File: config.mk
export PLATFORM = sky130hd
export DESIGN_NAME = dft_frame_rx
export DESIGN_NICKNAME = d
export VERILOG_FILES = /design/src/rtl/dft_frame_rx.sv
export SDC_FILE = /design/constraint.sdc
export NUM_CORES = 1
export LEC_CHECK = 0
export BUFFER_PORTS_ARGS = -buffer_cell sky130_fd_sc_hd__buf_4
export CORE_MARGIN = 1
export CORE_UTILIZATION = 35
export CTS_CLUSTER_DIAMETER = 30
export DETAILED_ROUTE_END_ITERATION = 7
export RECOVER_POWER = 100
export SETUP_SLACK_MARGIN = 0.02
export SYNTH_ARGS = -nofsm -noshare
export SYNTH_HDL_FRONTEND = slang
export SYNTH_SLANG_ARGS = --single-unit
File: constraint.sdc
create_clock -name clk -period 5.7 [get_ports clk]
set_input_delay 1.14 -clock clk [delete_from_list [all_inputs] [get_ports clk]]
set_output_delay 1.14 -clock clk [all_outputs]
set_load 0.02 [all_outputs]
File: src/rtl/dft_frame_rx.sv
// Receive stage for block-floating-point DFT output: denormalises each sample with
// saturation, tracks sop/eop framing and frame length, one registered ready/valid stage.
module dft_frame_rx #(
  parameter int DW = 18,
  parameter int OW = 30,
  parameter int PW = 12
) (
  input  logic                 clk,
  input  logic                 rst,
  input  logic                 in_valid,
  output logic                 in_ready,
  input  logic                 in_sop,
  input  logic                 in_eop,
  input  logic [DW-1:0]        in_real,
  input  logic [DW-1:0]        in_imag,
  input  logic [3:0]           in_exp,
  input  logic [PW-1:0]        in_dftpts,
  output logic                 out_valid,
  input  logic                 out_ready,
  output logic                 out_sop,
  output logic                 out_eop,
  output logic [OW-1:0]        out_real,
  output logic [OW-1:0]        out_imag,
  output logic [PW-1:0]        out_idx,
  output logic                 frame_done,
  output logic                 err_len,
  output logic                 err_sop,
  output logic                 err_orphan,
  output logic [15:0]          frame_cnt
);

  localparam int FW = DW + 15;

  typedef enum logic {IDLE, FRAME} state_t;

  state_t          state, state_nx;
  logic [3:0]      exp_q, exp_nx;
  logic [PW-1:0]   pts_q, pts_nx, idx_q, idx_nx;
  logic            acc, fwd, done, len_bad, sop_err, orphan;

  // Shift at full width so every exponent fits, then clamp to the OW range.
  function automatic logic [OW-1:0] scale(input logic [DW-1:0] m, input logic [3:0] e);
    logic signed [FW-1:0] full, mx, mn;
    full = {{15{m[DW-1]}}, m};
    full = full <<< e;
    mx   = {{(FW-OW+1){1'b0}}, {(OW-1){1'b1}}};
    mn   = ~mx;
    if (full > mx)      return {1'b0, {(OW-1){1'b1}}};
    else if (full < mn) return {1'b1, {(OW-1){1'b0}}};
    else                return full[OW-1:0];
  endfunction

  assign in_ready = !out_valid | out_ready;
  assign acc      = in_valid & in_ready;

  always_comb begin
    state_nx = state;
    exp_nx   = exp_q;
    pts_nx   = pts_q;
    idx_nx   = idx_q;
    fwd      = 1'b0;
    done     = 1'b0;
    len_bad  = 1'b0;
    sop_err  = 1'b0;
    orphan   = 1'b0;
    if (acc) begin
      if (in_sop) begin
        // A sop always starts a fresh frame, even one that interrupts a frame in progress.
        sop_err  = (state == FRAME);
        exp_nx   = in_exp;
        pts_nx   = in_dftpts;
        idx_nx   = '0;
        fwd      = 1'b1;
        state_nx = in_eop ? IDLE : FRAME;
      end else if (state == IDLE) begin
        orphan = 1'b1;
      end else begin
        idx_nx = idx_q + 1'b1;
        fwd    = 1'b1;
        if (in_eop) state_nx = IDLE;
      end
      done    = fwd & in_eop;
      len_bad = done & (({1'b0, idx_nx} + (PW+1)'(1)) != {1'b0, pts_nx});
    end
  end

  always_ff @(posedge clk or posedge rst) begin
    if (rst) begin
      state <= IDLE;
      exp_q <= '0;
      pts_q <= '0;
      idx_q <= '0;
    end else begin
      state <= state_nx;
      exp_q <= exp_nx;
      pts_q <= pts_nx;
      idx_q <= idx_nx;
    end
  end

  always_ff @(posedge clk or posedge rst) begin
    if (rst) begin
      out_valid  <= 1'b0;
      out_sop    <= 1'b0;
      out_eop    <= 1'b0;
      out_real   <= '0;
      out_imag   <= '0;
      out_idx    <= '0;
      frame_done <= 1'b0;
      err_len    <= 1'b0;
      err_sop    <= 1'b0;
      err_orphan <= 1'b0;
      frame_cnt  <= '0;
    end else begin
      frame_done <= done;
      err_len    <= len_bad;
      err_sop    <= sop_err;
      err_orphan <= orphan;
      if (done) frame_cnt <= frame_cnt + 16'd1;
      if (in_ready) begin
        out_valid <= fwd;
        if (fwd) begin
          out_sop  <= in_sop;
          out_eop  <= in_eop;
          out_real <= scale(in_real, exp_nx);
          out_imag <= scale(in_imag, exp_nx);
          out_idx  <= idx_nx;
        end
      end
    end
  end

endmodule

Word level (Yosys, flattened, before mapping)
Cells that the tools add are included.

ROM bits: 0. Bits in writable memories: 0. Bits of input ports: 58. Logic and storage cells: 57. Bits in latches: 0. Output and inout port bits: 96. Memories: 0. Flip-flop bits (word level): 124.

Muxes and demuxes: 26. Add/subtract/negate cells: 3. Shift-type cells: 2. Reduce and logical (&&, ||, !) cells: 2. $lt $le $gt $ge: 4. Divide/modulo/power cells: 0. Equality and inequality tests: 1. Bitwise operators: 4. Multipliers: 0.

Operators by type and width (count): 2-to-1 mux 30 bit (4); 2-to-1 mux 12 bit (6); > comparator 33 x 30 -> 1 bit (second input constant) (2); less-than comparator 33 x 30 -> 1 bit (second input constant) (2); <<< shifter 18 x 4 -> 33 bit (2); adder 16 x 1 -> 16 bit (second input constant) (1); 2-to-1 mux 1 bit (14); adder 12 x 1 -> 13 bit (second input constant) (1); != test 13 x 12 -> 1 bit (1); adder 12 x 1 -> 12 bit (second input constant) (1); 2-to-1 mux 4 bit (2); bitwise AND 1 bit (3); AND reduction 2 bit (1); logical NOT 1 bit (1); OR 1 bit (1).

Longest topological paths before layout
Word-level depth: 8. Gate-level depth with buffers: 13. Mapped depth without buffers: 12.

Least setup slack after synthesis
OpenSTA, ideal clock, no wires.

Kind: input port to flip-flop. From: input in_sop. To: register err_len. Buffers on the path: 3. Cell stages on the path: 11. Arrival: 3501 ps. Data required time: 5570 ps. Slack: 2068 ps. Library setup time: 130 ps. Path through: buf_6 > clkbuf_1 > clkbuf_1 > nor2_1 > ha_1 > inv_1 > or3_1 > xor2_1 > or4_1 > a2111oi_2 > a21oi_1.

Cells in the longest elaborated chain, start to end: 6. Elaborated cells on any way between the ends: 11. Those cells by class: 1 x add/sub; 1 x eq/ne; 7 x mux; 2 x bitwise.

Ends and longest elaborated chain: start: declaration (RTL line 12) `input logic in_sop,`; 2-to-1 mux 12 bit (RTL line 67) `if (in_sop) begin`; 2-to-1 mux 12 bit (RTL line 66) `if (acc) begin`; adder 12 x 1 -> 13 bit (RTL line 83) `len_bad = done & (({1'b0, idx_nx} + (PW+1)'(1)) != {1'b0, pts_nx});`; != test 13 x 12 -> 1 bit (RTL line 83); bitwise AND 1 bit * (RTL line 83); 2-to-1 mux 1 bit * (RTL line 66); via len_bad (RTL line 39) `logic acc, fwd, done, len_bad, sop_err, orphan;`; end signal: assignment (RTL line 116) `err_len <= len_bad;`; end: declaration (RTL line 26) `output logic err_len,`.

Mark *: on every way through the listed nets, which the timed path passes. The rest lies on a longest branch. The select of a mux whose other input is x is not followed. A chain may end at the register's enable or synchronous reset.

Final worst setup path
From: input out_ready. To: register out_imag[9].

Cells in the longest elaborated chain, start to end: 7. Elaborated cells on any way between the ends: 10. Those cells by class: 2 x order compare; 1 x shift; 4 x mux; 2 x bitwise; 1 x reduce/logical.

Ends and longest elaborated chain: start: declaration (RTL line 19) `input logic out_ready,`; OR 1 bit * (RTL line 53) `assign in_ready = !out_valid | out_ready;`; bitwise AND 1 bit (RTL line 54) `assign acc = in_valid & in_ready;`; 2-to-1 mux 4 bit (RTL line 66); <<< shifter 18 x 4 -> 33 bit (RTL line 45) `full = full <<< e;`; less-than comparator 33 x 30 -> 1 bit (RTL line 49) `else if (full < mn) return {1'b1, {(OW-1){1'b0}}};`; 2-to-1 mux 30 bit (RTL line 49); 2-to-1 mux 30 bit (RTL line 48) `if (full > mx) return {1'b0, {(OW-1){1'b1}}};`; end signal: assignment (RTL line 126) `out_imag <= scale(in_imag, exp_nx);`; end: declaration (RTL line 23) `output logic [OW-1:0] out_imag,`.

Every way passes the cells marked *; elsewhere a longest branch is shown, timed or not.

==> impl_metrics.py <==
metrics = {
    "place": {
        "place_area_um2": 9430,
        "numPortBuffers": 153,
        "place_hpwl_mm": 18.1,
        "gp_congestion": 0.932,
        "dp.cells": 1288,
    },
    "yosys": {
        "async_flop_share_pct": 100,
        "syn_nets": 956,
        "synth_top_area_share_pct": 38.2,
        "yosysUniqueCellTypes": 82,
        "synth_flop_cell": "dfrtp_1",
        "avgSynthCellArea_um2": 9.07,
        "yosysWarnings": 0,
        "synth_area_leaders": "dfrtp_1, nand2_1, mux4_2",
        "syn_inst": 895,
        "yosysTopAreaCell": "dfrtp_1",
        "yosysSeqAreaShare_pct": 38.2,
        "synth_edf_count": 0,
        "synth-seq-cells": 124,
        "syn-cell-area_um2": 8110,
    },
    "global_route": {
        "grt_pass1_wl_mm": 39.6,
        "grt_usage_pct": 21.3,
        "overflow": 0,
        "grt_pass1_vias": 7164,
        "grt_max_degree": 45,
        "antenna_found_initial": 0,
    },
    "flow_run": {
        "maxCapViolCount": 4,
    },
    "setup_path": {
        "crit_fanout": 26,
        "reg2reg_slack_ns": 1.20,
        "cp-end-kind": "flip-flop",
        "r2r_end": "out_imag[9]",
        "cp.arrival_ns": 5.26,
        "r2r-start": "out_valid",
        "cp-start-kind": "primary input",
        "r2r_cells": 13,
        "worstSetupPathType": "in2reg",
        "cp.required_ns": 5.98,
    },
    "die": {
        "die_y_um": 154,
        "die_area_um2": 23800,
        "die_x_um": 154,
        "boundaryPins": 154,
        "num_rows": 55,
        "core-area_um2": 22700,
        "initial_core_util_pct": 35.7,
    },
    "clock_tree": {
        "clockRootBuffer": "clkbuf_16",
        "post_cts_resized": 0,
        "post-cts-setup-buffers": 0,
        "clock_sinks": 124,
        "ctsHoldBuffers": 0,
        "cts_made_buffers": 17,
        "clock_latency_ns": 0.42,
        "clockBufferDepth": 2,
        "clk_pin_slew_ns": 0.06,
        "htreeDepth": 4,
        "cts_tree": "done",
    },
    "cells_and_area": {
        "design_area_um2": 9620,
        "drive_above_1_share_pct": 15.4,
        "n_antenna_cell": 0,
        "mostFrequentLayoutCells": "nand2_1, dfrtp_1, clkbuf_1",
        "final_common_cell": "nand2_1",
        "nFillCells": 2341,
        "area_growth_pct": 18.6,
        "multi_input_area_um2": 4600,
        "layout.nets": 1083,
        "instances_no_fill": 1319,
        "layout.area.seq_um2": 3100,
    },
    "sta": {
        "finalClockSkew_ns": 0.00986,
        "tns_ns": 0,
        "drv_slew": 172,
        "fmax_mhz": 201,
        "fin_crit_sh_pct": 87.3,
        "worst_pin_slew_ns": 2.97,
        "setup-violations-final": 0,
        "post-route-min-period_ns": 4.98,
        "rsz0062_at_grt": "no",
        "slew_headroom_pct": -99.2,
        "hold_violations": 0,
    },
    "route": {
        "avgRoutedWirePerCell_um": 18.8,
        "drt-initial-drc-count": 572,
        "ant_nets": 0,
        "drt_pre_antenna_iters": 5,
        "vias": 7406,
        "drt-total-wl_mm": 24.8,
        "avgViaCountPerCell": 5.61,
        "drc": 0,
    },
    "worst_hold_path": {
        "hold-path-endpoint": "frame_cnt[15]",
        "hp-start": "frame_cnt[15]",
        "hp-class": "reg2reg",
        "hold_path_depth": 1,
    },
    "status": {
        "outcome": "finished, violations left",
        "failed_checks": "capacitance limit, slew limit",
    },
    "power_and_ir_drop": {
        "ir_worst_vdd_mv": 0.181,
        "power_density_nw_per_um2": 408,
        "p_leak_nw": 3.98,
    },
}
## per-stage QoR
stage | power (mW) | utilization [%] | hold WS (ns) | worst slack [ns]
2_1_floorplan | 2.35 | - | 0.445 | 1.26
3_3_place_gp | 2.95 | 41.5 | 0.458 | 1.01
3_5_place_dp | 2.96 | 41.5 | 0.464 | 0.926
4_1_cts | 4.13 | 44.2 | 0.475 | 1.36
5_1_grt | 4.16 | 42.4 | 0.486 | 0.565
6_report | 3.92 | 42.4 | 0.464 | 0.725
## sequential cells by signal (all words and copies together) (netlist names), 4 cells and up
signal,flops
exp_q,4
frame_cnt,16
idx_q,12
out_idx,12
out_imag,30
out_real,30
pts_q,12
## per-layer routing
metal / vias to the layer above / track usage (%) / share of wire [%]
met1: 3571 / 29.8 / 47
met3: 39 / 3.67 / 4.6
li1: 3543 / - / -
met4: 0 / 6.60 / 2.1
met5: - / 0 / 0
met2: 253 / 33.4 / 46
## Yosys cell counts (all sizes together) (4+ instances only)
library cell  count
nand2           154
dfrtp           124
nor2             91
a21oi            67
o21ai            42
mux2i            38
buf              33
nand3            30
xnor2            30
a211oi           27
clkbuf           25
mux4             17
inv              16
mux2             15
nand4            12
a221oi           10
nand2b           10
nor3             10
o211ai           10
xor2             10
a22oi             9
a31oi             9
o31ai             9
and3              8
a311oi            7
o22a              7
o221a             6
a211o             5
and2              5
a2111oi           4
and4              4
or4               4
## worst max-delay path, stage by stage
cell	delay (ns)
clkbuf_1	0.11
and2b_1	0.32
inv_1	0.64
nand2_2	0.54
a21oi_4	0.27
buf_4	0.26
inv_2	0.16
buf_4	0.25
mux4_2	0.38
nor3_1	0.33
nor4_4	0.10
buf_4	0.25
a2111oi_0	0.42
nor2_1	0.08
## final cells by class
class                           instances  area share [%]
Sequential cell                       124            32.2
Multi-Input combinational cell        696            47.9
Timing Repair Buffer                  166            9.09
Inverter                               17           0.702
Clock inverter                         10            1.72
Tap cell                              285            3.71
Clock buffer                           21            4.68
## power by group
part | leakage [nW] | switching, mW | internal (mW) | total, mW
clock network | 0.290 | 0.410 | 0.742 | 1.15
logic | 2.16 | 0.965 | 0.525 | 1.49
registers | 1.53 | 0.177 | 1.10 | 1.28
total | 3.98 | 1.55 | 2.37 | 3.92
## worst max path at each step
stage / startpoint / endpoint / slack (ns) / cells past startpoint
2_1_floorplan: rst / err_len / 1.26 / 1
3_3_place_gp: out_ready / out_real[4] / 1.01 / 12
3_5_place_dp: out_ready / out_real[9] / 0.93 / 12
4_1_cts: out_ready / out_real[9] / 1.36 / 12
5_1_grt: out_ready / out_imag[9] / 0.56 / 14
6_report: out_ready / out_imag[9] / 0.72 / 14
## cell families (layout without fill, tap and decap cells)
group / count (synthesis) / count (layout) / share of synthesized area, %
XOR/XNOR: 41 / 41 / 4.70
buffers and inverters: 75 / 214 / 4.66
multiplexers: 70 / 70 / 11.7
AND/OR/NAND/NOR: 343 / 343 / 19.6
AO/OA/AOI/OAI: 239 / 239 / 20.6
adder cells (fa/ha/maj): 3 / 3 / 0.463
flip-flops: 124 / 124 / 38.2
(Power assumes the default switching activity.)
